`src/rtl/fetch_unit.sv`:
```
// Instruction fetch and PC sequencing: a two-state req/valid loop that owns the
// PC, holds the fetched word for the controller and counts retired instructions.
module fetch_unit #(
  parameter int             N        = 32,
  parameter logic [N-1:0]   RESET_PC = '0
) (
  input  logic         clk,
  input  logic         reset,
  output logic         imem_req,
  output logic [N-1:0] imem_addr,
  input  logic [N-1:0] imem_rdata,
  input  logic         imem_ready,
  input  logic         stall,
  input  logic         pcsrc,
  input  logic         jump,
  output logic [N-1:0] instr,
  output logic [4:0]   op,
  output logic         instr_valid,
  output logic [N-1:0] pc,
  output logic [N-1:0] pc_plus4,
  output logic [N-1:0] retired_count
);

  localparam logic [0:0]   S_REQ      = 1'b0;
  localparam logic [0:0]   S_VALID    = 1'b1;
  localparam logic [N-1:0] RESET_PC_W = {RESET_PC[N-1:2], 2'b00};

  logic [0:0]   state_q, state_d;
  logic [N-1:0] pc_q, pc_d;
  logic [N-1:0] instr_q, instr_d;
  logic [N-1:0] retired_q, retired_d;
  logic [N-1:0] branch_target;
  logic [N-1:0] jump_target;
  logic [N-1:0] next_pc;

  assign pc_plus4      = pc_q + {{(N-3){1'b0}}, 3'b100};
  assign branch_target = pc_plus4 + {{(N-18){instr_q[15]}}, instr_q[15:0], 2'b00};
  assign jump_target   = {pc_plus4[N-1:29], instr_q[26:0], 2'b00};

  // jump has priority over a taken branch
  always_comb begin
    if (jump) begin
      next_pc = jump_target;
    end else if (pcsrc) begin
      next_pc = branch_target;
    end else begin
      next_pc = pc_plus4;
    end
  end

  always_comb begin
    state_d   = state_q;
    pc_d      = pc_q;
    instr_d   = instr_q;
    retired_d = retired_q;
    case (state_q)
      S_REQ: begin
        if (imem_ready) begin
          instr_d = imem_rdata;
          state_d = S_VALID;
        end else begin
          state_d = S_REQ;
        end
      end
      S_VALID: begin
        if (!stall) begin
          pc_d      = next_pc;
          retired_d = retired_q + {{(N-1){1'b0}}, 1'b1};
          state_d   = S_REQ;
        end else begin
          state_d = S_VALID;
        end
      end
      default: state_d = S_REQ;
    endcase
  end

  always_ff @(posedge clk) begin
    if (reset) begin
      state_q   <= S_REQ;
      pc_q      <= RESET_PC_W;
      instr_q   <= '0;
      retired_q <= '0;
    end else begin
      state_q   <= state_d;
      pc_q      <= pc_d;
      instr_q   <= instr_d;
      retired_q <= retired_d;
    end
  end

  // handshake flags are forced low during reset so no stale request escapes
  assign imem_req      = ~reset & (state_q == S_REQ);
  assign instr_valid   = ~reset & (state_q == S_VALID);
  assign imem_addr     = pc_q;
  assign pc            = pc_q;
  assign instr         = instr_q;
  assign op            = instr_q[31:27];
  assign retired_count = retired_q;

endmodule

```
`config.mk`:
```
export PLATFORM = sky130hd
export DESIGN_NAME = fetch_unit
export DESIGN_NICKNAME = d
export VERILOG_FILES = /design/src/rtl/fetch_unit.sv
export SDC_FILE = /design/constraint.sdc
export NUM_CORES = 1
export LEC_CHECK = 0
export ABC_CLOCK_PERIOD_IN_PS = 3560
export BUFFER_PORTS_ARGS = -buffer_cell sky130_fd_sc_hd__buf_2
export CORE_UTILIZATION = 47
export DETAILED_ROUTE_END_ITERATION = 7
export HOLD_SLACK_MARGIN = 0.08
export PLACE_DENSITY = 0.89
export SYNTH_ARGS = -nofsm -noshare
export SYNTH_HDL_FRONTEND = slang
export SYNTH_SLANG_ARGS = --single-unit
```
`constraint.sdc`:
```
create_clock -name clk -period 3.56 [get_ports clk]
set_input_delay 0.712 -clock clk [delete_from_list [all_inputs] [get_ports clk]]
set_output_delay 0.712 -clock clk [all_outputs]
set_load 0.02 [all_outputs]
```
---- Word level (Yosys, flattened, before mapping) ----
Cells that the tools add are included.
word-level totals
  register bits ........................... 97
cells by class
  add/sub/neg operators ................... 3
  muxes and demuxes ....................... 5
  bitwise operators ....................... 5
  reductions and logical operators ........ 2
operators with widths
  cell                                                              count
  32-bit two-way mux                                                2
  32-bit by 1-bit adder with 32-bit output (second input constant)  1
  32-bit by 3-bit adder with 32-bit output (second input constant)  1
  32-bit adder                                                      1
  2-bit AND reduction                                               2
  1-bit NOT                                                         3
  1-bit bitwise AND                                                 2
  1-bit two-way mux                                                 2
  1-bit one-hot mux with 2 select lines                             1

---- Longest topological paths before layout ----
Gate-level depths: netlist (run 1).
  depth in word-level cells ............... 4
  gate-level depth with buffers ........... 16

---- Worst setup path before layout (run 1) ----
No wires, ideal clock.
  path type ............................... register to register
  start ................................... register pc_q[2] (netlist: imem_addr[2])
  end ..................................... register pc_q[31] (netlist: imem_addr[31])
  setup time .............................. 0.123 ns
  arrival time ............................ 4.193 ns
  data required time ...................... 3.437 ns
  slack ................................... -0.756 ns
  stages on the path, launching flop included .. 17
  buffers on the path ..................... 0
  cells stage by stage .................... dfxtp_1 ha_1 nand3_1 nor3_2 nand2_1 or3_1 xnor2_1 ha_1 a21oi_1 o21ai_1 or3_1 nor3_2 o22ai_1 a21o_1 mux2i_1 mux2i_1 mux2_1
between the ends
  longest elaborated chain between the ends .. 4
ends and longest elaborated chain
  element                                   line  RTL
  start, declared                           29    logic [N-1:0] pc_q, pc_d;
  start signal, assigned                    86    pc_q <= pc_d;
  32-bit by 3-bit adder with 32-bit output  36    assign pc_plus4 = pc_q + {{(N-3){1'b0}}, 3'b100};
  net pc_plus4[14]                          20    output logic [N-1:0] pc_plus4,
  32-bit adder                              37    assign branch_target = pc_plus4 + {{(N-18){instr_q[15]}}, instr_q[15:0], 2'b00};
  32-bit two-way mux                        44    end else if (pcsrc) begin
  32-bit two-way mux                        42    if (jump) begin
The timed path passes the listed nets, and every way through them passes these cells.
A chain may end at the register's enable or synchronous reset.

---- Worst setup path in the final report (run 1) ----
  start ................................... register pc_q[11] (netlist: imem_addr[11])
  end ..................................... register pc_q[31] (netlist: imem_addr[31])
between the ends
  longest elaborated chain between the ends .. 4
ends and longest elaborated chain
  element                                       line
  32-bit by 3-bit adder with 32-bit output (*)  36
  32-bit adder                                  37
  32-bit two-way mux                            44
  32-bit two-way mux (*)                        42
Every way passes the cells marked *; elsewhere a longest branch is shown, timed or not.

==> flow_metrics.py, run 1 <==
metrics = {
    "run_status": {
        "status": "complete, but fails checks",
        "violations": "setup timing",
    },
    "worst_setup_path": {
        "crit_chain": "and4_4 -> nand4_1 -> nor3_2 -> buf_4 -> and3_4 -> nand3_2 -> xnor2_4 -> ha_4 -> a21o_1 -> buf_4 -> o211ai_1 -> a22oi_2 -> and3_1 -> a21o_1 -> mux2i_1 -> mux2i_1 -> mux2_1",
        "crit_start": "imem_addr[11]$_SDFFE_PP0P_",
        "r2r_cells": 17,
        "critical_path_class": "reg -> reg",
        "r2r_slack_ns": -0.09,
        "cp.arrival_ns": 3.89,
        "r2r-start": "imem_addr[11]$_SDFFE_PP0P_",
        "crit_required_ns": 3.80,
        "critPathMaxStageDelay_ns": 0.33,
        "crit_slowest_cell": "dfxtp_2",
        "critPathCaptureType": "flop",
        "startpoint_type": "flop",
        "cp_max_fo": 3,
        "r2r-end": "imem_addr[31]$_SDFFE_PP0P_",
    },
    "timing": {
        "fin_setup_tns_ns": -0.139,
        "final.setup.worst_slack_ns": -0.0864,
        "hold_viol": 0,
        "max_freq_mhz": 274,
        "rsz0062_at_grt": "true",
        "drv_slew": 0,
        "finalSetupViolations": 2,
        "period_share_pct": 102,
        "tightest_slew_ns": 1.13,
        "skew_ns": 0.0122,
        "slew_headroom_pct": 24.5,
        "fin_crit_ns": 3.65,
        "hold-worst-slack_ns": 0.475,
    },
    "final_layout": {
        "area_delta_synth_final_pct": 32.4,
        "multiInputGateArea_sq_um": 4420,
        "final_layout_size_suffix_gt1_share_pct": 34.9,
        "stdcell_area_sq_um": 8550,
        "nFillCells": 1101,
        "regArea_sq_um": 1920,
        "antenna_cells": 0,
        "final_core_util_pct": 64.1,
        "nets": 1140,
    },
    "floorplan": {
        "die_area_sq_um": 14200,
        "ios": 205,
        "rows": 42,
        "start_util_pct": 48.4,
        "fp.dieH_um": 119,
        "coreArea_sq_um": 13300,
        "die_w_um": 119,
    },
    "cts": {
        "cts_max_path_buffers": 2,
        "ctsHtreeMaxLevel": 3,
        "cts_sinks": 95,
        "cts-root-buf": "clkbuf_16",
        "worst_skew_pair.late_latency_ns": 0.35,
        "cts_buffers": 9,
        "hold_buffers": 0,
        "clk_pin_slew_ns": 0.08,
        "cts_tree": "built",
    },
    "route": {
        "drc": 0,
        "dr_wl_met3_um": 1920,
        "vias": 7248,
        "top_layer": "met4",
        "wl_um": 21700,
        "dr.pass1.iters": 5,
        "via_per_inst": 5.83,
        "avgRoutedWirePerCell_um": 17.5,
        "drtIter0Drc": 630,
        "m1WireLength_um": 8740,
        "detail-route-antenna-nets": 0,
        "met2_wirelength_um": 10200,
    },
    "synthesis": {
        "synth_top_area_share_pct": 29.4,
        "synth.distinct_cells": 61,
        "netlist_area_sq_um": 6460,
        "ys_ff_latch": 95,
        "synth_commonest_cells": "nand2_1 (137), dfxtp_1 (95), a21oi_1 (85), nor2_1 (76), buf_4 (41)",
        "synth-edff-count": 0,
        "synth_top_area_cell": "dfxtp_1",
        "yosysMostFrequentCell": "nand2_1",
        "postSynthAreaPerCell_sq_um": 7.68,
        "synthCells": 841,
        "synthTopCellsByArea": "dfxtp_1 (29%), nand2_1 (8.0%), ha_1 (7.2%), a21oi_1 (6.6%), xor2_1 (5.2%)",
        "yosysSeqAreaShare_pct": 29.4,
        "synth_flop_cell": "dfxtp_1",
        "ys.warnings.count": 0,
        "synth-async-reset-ratio_pct": 0,
    },
    "power_and_ir_drop": {
        "p_leak_nw": 4.23,
        "peakVddDrop_v": 0.000222,
        "power_density_nw_per_um2": 297,
    },
    "global_routing": {
        "grt_pass1_vias": 6511,
        "grt_use_total_pct": 28.6,
        "grt_pass1_wl_um": 32400,
        "gr-total-overflow": 0,
        "antenna_found_initial": 0,
        "grt_max_degree": 52,
    },
    "min_path": {
        "hold_class": "reg -> reg",
        "whs_path_depth": 2,
        "hp-start": "instr[31]$_SDFFE_PP0P_",
        "hold_end": "instr[31]$_SDFFE_PP0P_",
    },
    "placement": {
        "place_hpwl_um": 15300,
        "port-buffer-count": 198,
        "pre_cts_slack_ns": -0.0873,
        "detailed_place.area_sq_um": 7940,
        "gp_congestion": 0.984,
    },
    "flow_run": {
        "max_cap_viol_count": 0,
    },
}
worst max-delay path: cells and delay by family (launching register included):
kind | cells | cell delay (ns)
flops | 1 | 0.33
buf+inv | 2 | 0.30
xor+xnor | 1 | 0.19
mux | 3 | 0.74
fa+ha+maj | 1 | 0.17
compound gates | 4 | 0.74
simple gates | 6 | 1.08
cell families after synthesis:
kind of cell	count (synthesis)	share of synthesized area (%)
DFF	95	29.4
and+or+nand+nor	337	24.4
buffers and inverters	89	7.63
other	1	0.0581
adders and majority gates	38	7.48
muxes	12	1.88
xor gates and xnor gates	73	9.90
AOI/OAI and AO/OA	196	19.2
final cells by class:
cell class | instances | area share [%]
Clock buffer | 10 | 2.68
Sequential cell | 95 | 22.5
Clock inverter | 5 | 0.424
Timing Repair Buffer | 286 | 19.7
Inverter | 10 | 0.439
Tap cell | 176 | 2.57
Multi-Input combinational cell | 662 | 51.7
worst max path at each step:
stage / depth (start not counted) / end / slack (ns)
after floorplan: 15 / imem_addr[31]$_SDFFE_PP0P_ / -0.17
after global placement: 17 / imem_addr[31]$_SDFFE_PP0P_ / 0.02
after detailed placement: 15 / imem_addr[31]$_SDFFE_PP0P_ / -0.09
after CTS: 17 / imem_addr[31]$_SDFFE_PP0P_ / -0.04
after global routing: 17 / imem_addr[31]$_SDFFE_PP0P_ / -0.19
final: 17 / imem_addr[31]$_SDFFE_PP0P_ / -0.09
stage by stage:
stage	instances	power, mW
3_3_place_gp	1215	1.62
6_report	1244	2.54
5_1_grt	1244	2.63
2_1_floorplan	846	1.47
4_1_cts	1234	2.51
3_5_place_dp	1215	1.63
power by group:
group | switching [mW] | leakage, nW | internal (mW)
clock | 0.437 | 0.121 | 0.471
combinational | 0.315 | 3.33 | 0.182
sequential | 0.0399 | 0.779 | 1.09
total | 0.792 | 4.23 | 1.75
layout by cell type, fill, tap and decap left out, types with 4 or more instances in the layout:
master,instances
nand3_2,5
xnor2_1,26
clkbuf_16,9
nand2_1,137
a211oi_1,8
a32o_1,5
and3_1,11
ha_4,4
xnor2_2,7
a21oi_2,7
nor3_1,14
buf_4,84
nand2b_1,11
and4_1,5
a21oi_1,78
buf_2,198
nand4_1,19
conb_1,6
dfxtp_2,9
a21o_1,19
nor2b_1,5
mux2i_1,11
or3_1,9
nor2_1,72
o211ai_1,10
o21ai_0,21
inv_1,8
o21a_1,5
nor2_2,4
xor2_1,36
dfxtp_1,83
ha_1,32
nand3_1,22
timing repair:
item                                    4_1_cts  5_1_grt
buffers inserted                              4       10
gates resized for setup                       9       35
endpoints found under the setup margin        4       15
cloned                                        0        0
pin swaps                                     8       26
routing by layer:
| metal | up-vias | track usage (%) |
|---|---|---|
| met5 | - | 0 |
| met4 | 0 | 12.3 |
| met3 | 100 | 5.46 |
| met2 | 437 | 47.8 |
| met1 | 3337 | 35.7 |
| li1 | 3374 | - |
flip-flops by register name, indices dropped and copies added (netlist names):
name and flops:
instr 32, imem_addr 30, retired_count 32, state_q 1
Power figures use the tool's default switching activity.
==> run 2: changes to the inputs <==
==> config.mk (replaced) <==
export PLATFORM = sky130hd
export DESIGN_NAME = fetch_unit
export DESIGN_NICKNAME = d
export VERILOG_FILES = /design/src/rtl/fetch_unit.sv
export SDC_FILE = /design/constraint.sdc
export NUM_CORES = 1
export LEC_CHECK = 0
export ABC_CLOCK_PERIOD_IN_PS = 3560
export CELL_PAD_IN_SITES_DETAIL_PLACEMENT = 1
export CELL_PAD_IN_SITES_GLOBAL_PLACEMENT = 2
export CORE_UTILIZATION = 32
export DETAILED_ROUTE_END_ITERATION = 7
export DONT_BUFFER_PORTS = 1
export HOLD_SLACK_MARGIN = 0.08
export PLACE_DENSITY = 0.87
export SYNTH_ARGS = -nofsm -noshare
export SYNTH_HDL_FRONTEND = slang
export SYNTH_SLANG_ARGS = --single-unit
==> run 2 against run 1 <==
Net effect: worst hold slack worse by 0.056 ns; clock-buffer cell count increased by 1; the flow still finishes with violations (setup timing); power shrank 0.25%; critical path type unchanged; final cell count fell by 5.9%; register-to-register slack improved by 0.05 ns; utilization fell by 23 points; critical endpoint unchanged; sequential power hardly changed; via count fell by 12%; sequential share of layout area up 1.6 points; maximum frequency rose by 1.3%; routed wire length up 7.2%.
==> flow_metrics.py, run 2 (synthesis results as in run 1) <==
metrics = {
    "power_and_ir_drop": {
        "peakVddDrop_v": 0.000214,
        "p_leak_nw": 3.36,
        "power_density_nw_per_um2": 317,
    },
    "worst_setup_path": {
        "cp.arrival_ns": 3.84,
        "crit_required_ns": 3.80,
        "critical_path_class": "reg -> reg",
        "critPathCaptureType": "flop",
        "startpoint_type": "flop",
        "cp_max_fo": 4,
    },
    "route": {
        "wl_um": 23300,
        "avgRoutedWirePerCell_um": 19.9,
        "vias": 6363,
        "dr.pass1.iters": 5,
        "drc": 0,
        "drtIter0Drc": 300,
        "via_per_inst": 5.44,
        "detail-route-antenna-nets": 0,
    },
    "placement": {
        "gp_congestion": 0.869,
        "place_inst": 1148,
        "place_hpwl_um": 17500,
        "port-buffer-count": 0,
    },
    "timing": {
        "max_freq_mhz": 278,
        "fin_crit_ns": 3.60,
        "hold-worst-slack_ns": 0.419,
        "skew_ns": 0.00984,
        "fin_setup_tns_ns": -0.0459,
        "finalSetupViolations": 2,
        "hold_viol": 0,
        "slew_headroom_pct": 44.4,
        "rsz0062_at_grt": "true",
        "period_share_pct": 101,
        "tightest_slew_ns": 0.830,
        "drv_slew": 0,
        "final.setup.worst_slack_ns": -0.0401,
    },
    "cts": {
        "ctsHtreeMaxLevel": 3,
        "cts-root-buf": "clkbuf_16",
        "cts_buffers": 9,
        "clk_pin_slew_ns": 0.07,
        "cts_max_path_buffers": 2,
        "cts_tree": "built",
        "hold_buffers": 0,
        "cts_sinks": 95,
        "worst_skew_pair.late_latency_ns": 0.35,
    },
    "final_layout": {
        "nets": 976,
        "multiInputGateArea_sq_um": 4480,
        "area_delta_synth_final_pct": 23.8,
        "regArea_sq_um": 1920,
        "final_common_cell": "nand2_1",
        "antenna_cells": 0,
        "final_layout_size_suffix_gt1_share_pct": 23.3,
        "final_cell_mix": "nand2_1 (137), buf_4 (118), dfxtp_1 (83)",
        "nFillCells": 2411,
        "final_core_util_pct": 40.7,
        "layoutNonFillerInstCount": 1170,
    },
    "global_routing": {
        "grt_pass1_vias": 6262,
        "grt_max_degree": 91,
        "grt_pass1_wl_um": 35000,
        "antenna_found_initial": 0,
        "grt_use_total_pct": 22.2,
        "gr-total-overflow": 0,
    },
    "floorplan": {
        "rows": 51,
        "fp.dieH_um": 144,
        "coreArea_sq_um": 19700,
        "die_area_sq_um": 20800,
        "die_w_um": 144,
        "start_util_pct": 32.9,
        "ios": 205,
    },
    "run_status": {
        "violations": "setup timing",
        "status": "complete, but fails checks",
    },
    "flow_run": {
        "max_cap_viol_count": 0,
    },
    "min_path": {
        "hold_class": "in -> reg",
    },
}
## run 2: cell types whose count changed in the layout (fill, tap and decap cells not counted), sizes merged
| cell | previous run | this run |
|---|---|---|
| buf | 286 | 122 |
| clkinvlp | 3 | 2 |
| inv | 9 | 10 |
| clkbuf | 10 | 11 |
## run 2: worst paths after layout
path	start	cells after the start	slack (ns)	endpoint
worst max register to register	imem_addr[11]$_SDFFE_PP0P_	15	-0.04	imem_addr[31]$_SDFFE_PP0P_
worst max-delay path	imem_addr[11]$_SDFFE_PP0P_	15	-0.04	imem_addr[31]$_SDFFE_PP0P_
worst min-delay path	reset	1	0.42	imem_addr[29]$_SDFFE_PP0P_
worst min register to register	state_q$_SDFF_PP0_	2	0.56	state_q$_SDFF_PP0_
## run 2: report_power, final
group,switching (mW),leakage (nW),total [mW],internal (mW)
clock,0.463,0.134,0.964,0.502
combinational,0.254,2.44,0.409,0.155
sequential,0.0666,0.779,1.16,1.09
total,0.783,3.36,2.53,1.75
## run 2: what timing repair did
| action | 4_1_cts | 5_1_grt |
|---|---|---|
| gates resized for setup | 9 | 43 |
| endpoints found under the hold margin | 0 | 0 |
| pin swaps | 3 | 21 |
| buffers inserted | 0 | 6 |
| gates cloned | 0 | 0 |
| endpoints found under the setup margin | 5 | 16 |
## run 2: final cells by class
cell class	count	share of cell area, %
repair buffers	122	11.8
well taps	265	4.15
inverters	10	0.469
multi-input cells	662	56.0
clock inverters	5	0.548
clock buffers	11	3.04
flip-flops and latches	95	24.1
## run 2: routing by layer
metal  wire length [um]  vias to the layer above  GRT usage (%)
met1              10200                     3124           28.1
met4                481                        0           7.17
met3               1920                       29           7.09
li1                   -                     3030              -
met5                  0                        -              0
met2              10700                      180           35.4
## run 2: stage by stage
stage / setup slack (ns) / instance area, sq um / power (mW)
after floorplan: -0.170 / 6620 / 1.47
after global placement: -0.0736 / 7390 / 1.57
after detailed placement: -0.109 / 7390 / 1.57
after CTS: -0.0127 / 7720 / 2.55
after global routing: -0.243 / 8000 / 2.65
final: -0.0401 / 8000 / 2.53
## run 2: critical path: stages, from the launching register on
cell	delay, ns
dfxtp_2	0.33
and4_1	0.22
nand4_1	0.15
nor3_2	0.25
buf_4	0.16
nand4_1	0.19
nor2_1	0.24
xor2_2	0.23
ha_1	0.28
nor2_1	0.23
a22oi_2	0.12
and3_1	0.17
a21o_1	0.19
mux2i_1	0.18
mux2i_1	0.21
mux2_1	0.34
==> run 3: changes to the inputs <==
--- a/config.mk
+++ b/config.mk
@@ -12,6 +12,7 @@
 export DETAILED_ROUTE_END_ITERATION = 7
 export DONT_BUFFER_PORTS = 1
 export HOLD_SLACK_MARGIN = 0.08
+export MAX_ROUTING_LAYER = met4
 export PLACE_DENSITY = 0.87
 export SYNTH_ARGS = -nofsm -noshare
 export SYNTH_HDL_FRONTEND = slang
==> run 3 against run 2 <==
Net effect: the run still ends with setup timing left; combinational power is 2% higher; first-iteration DRC count is 11% higher; final cell count increased by 0.34%; clock-buffer cell count down 2; maximum frequency fell by 3.3%; flip-flop and latch count unchanged; setup slack worse by 0.12 ns; non-clock buffer count rose by 4; global-route usage increased by 1.2 points; routed wire length rose by 2.8%; critical path type unchanged; critical endpoint unchanged; largest cell class unchanged; largest power group unchanged; highest routed layer unchanged.
==> flow_metrics.py, run 3 (synthesis results as in run 1) <==
metrics = {
    "global_routing": {
        "gr-usage-met3_pct": 6.59,
        "antenna_found_initial": 0,
        "grt_pass1_wl_um": 35800,
        "grt_use_total_pct": 23.4,
        "gr-total-overflow": 0,
        "grt_util_met1_pct": 28.0,
        "use_met2_pct": 37.5,
        "grt_pass1_vias": 6419,
        "grt_max_degree": 91,
        "grt-busiest-layer": "met2",
    },
    "run_status": {
        "status": "complete, but fails checks",
        "violations": "setup timing",
    },
    "final_layout": {
        "nets": 980,
        "final_layout_size_suffix_gt1_share_pct": 26.0,
        "area_delta_synth_final_pct": 27.0,
        "final_common_cell": "nand2_1",
        "layoutNonFillerInstCount": 1174,
        "final_cell_mix": "nand2_1 (134), buf_4 (123), dfxtp_1 (83)",
        "antenna_cells": 0,
        "final_core_util_pct": 41.7,
    },
    "floorplan": {
        "ios": 205,
        "start_util_pct": 32.9,
        "die_w_um": 144,
        "die_area_sq_um": 20800,
        "rows": 51,
        "coreArea_sq_um": 19700,
        "fp.dieH_um": 144,
    },
    "cts": {
        "cts_max_path_buffers": 2,
        "clk_pin_slew_ns": 0.08,
        "ctsHtreeMaxLevel": 3,
        "cts_sinks": 95,
        "hold_buffers": 0,
        "worst_skew_pair.late_latency_ns": 0.35,
        "cts_tree": "built",
        "cts-root-buf": "clkbuf_16",
        "cts_buffers": 9,
    },
    "worst_setup_path": {
        "critical_path_class": "reg -> reg",
        "cp_max_fo": 4,
        "critPathCaptureType": "flop",
        "crit_required_ns": 3.80,
        "startpoint_type": "flop",
        "cp.arrival_ns": 3.96,
    },
    "timing": {
        "hold-worst-slack_ns": 0.418,
        "finalSetupViolations": 1,
        "max_freq_mhz": 269,
        "period_share_pct": 105,
        "skew_ns": 0.00927,
        "rsz0062_at_grt": "true",
        "hold_viol": 0,
        "tightest_slew_ns": 0.758,
        "fin_crit_ns": 3.72,
        "final.setup.worst_slack_ns": -0.163,
        "slew_headroom_pct": 49.3,
        "drv_slew": 0,
    },
    "placement": {
        "pre_cts_slack_ns": -0.120,
        "place_inst": 1149,
        "gp_congestion": 0.884,
        "port-buffer-count": 0,
        "place_hpwl_um": 17700,
    },
    "route": {
        "drtIter0Drc": 333,
        "via_per_inst": 5.45,
        "drc": 0,
        "avgRoutedWirePerCell_um": 20.4,
        "vias": 6399,
        "detail-route-antenna-nets": 0,
        "wl_um": 24000,
        "dr.pass1.iters": 4,
    },
    "power_and_ir_drop": {
        "p_leak_nw": 3.46,
        "peakVddDrop_v": 0.000209,
        "power_density_nw_per_um2": 321,
        "p_total_mw": 2.63,
    },
    "flow_run": {
        "max_cap_viol_count": 0,
    },
    "min_path": {
        "hold_class": "in -> reg",
    },
}
-- run 3: cell count changes in the layout (fill, tap and decap cells not counted), sizes merged --
cell | previous run | this run
clkbuf | 11 | 9
clkinvlp | 2 | 0
inv | 10 | 13
buf | 122 | 126
bufinv | 0 | 1
-- run 3: worst paths after layout --
check / slack [ns] / from / cells past startpoint / endpoint
hold / removal: 0.42 / reset / 1 / imem_addr[29]$_SDFFE_PP0P_
setup / recovery: -0.16 / imem_addr[11]$_SDFFE_PP0P_ / 16 / imem_addr[31]$_SDFFE_PP0P_
hold reg to reg: 0.55 / state_q$_SDFF_PP0_ / 2 / state_q$_SDFF_PP0_
setup reg to reg: -0.16 / imem_addr[11]$_SDFFE_PP0P_ / 16 / imem_addr[31]$_SDFFE_PP0P_
-- run 3: area by class of cell --
type                    count  area [sq um]
flip-flops and latches     95          1930
clock buffers               9           225
multi-input cells         662          4630
fillers                  2409         11500
repair buffers            126           966
inverters                  10          37.5
well taps                 265           332
clock inverters             7          86.3
-- run 3: worst max-delay path: stages (launching register included) --
cell,delay [ns]
dfxtp_2,0.33
and4_1,0.21
nand4_1,0.14
nor3_2,0.27
buf_4,0.18
nand4_1,0.18
buf_4,0.22
buf_4,0.14
xnor2_2,0.15
ha_2,0.38
nand2_1,0.06
nor2_1,0.21
and3_1,0.22
a21o_1,0.14
mux2i_1,0.22
mux2i_1,0.23
mux2_1,0.33
-- run 3: stage by stage --
step                      instance area (sq um)  TNS (ns)
after floorplan                            6620    -0.190
after CTS                                  7810         0
after global routing                       8200    -0.782
final                                      8200    -0.163
after detailed placement                   7400    -0.350
after global placement                     7400    -0.171
-- run 3: repair_timing --
action | CTS | global route
pin swaps | 5 | 26
setup buffers | 1 | 8
setup endpoints to repair | 7 | 15
resized for setup | 18 | 60
endpoints found under the hold margin | 0 | 0
-- run 3: power by group --
part | switching [mW] | internal (mW)
registers | 0.0670 | 1.09
clock network | 0.491 | 0.561
logic | 0.260 | 0.159
-- run 3: routing by layer --
| layer | routed length, um | share of wire [%] |
|---|---|---|
| met2 | 11400 | 48 |
| met1 | 10200 | 43 |
| met5 | 0 | 0 |
| met4 | 484 | 2.0 |
| met3 | 1860 | 7.8 |
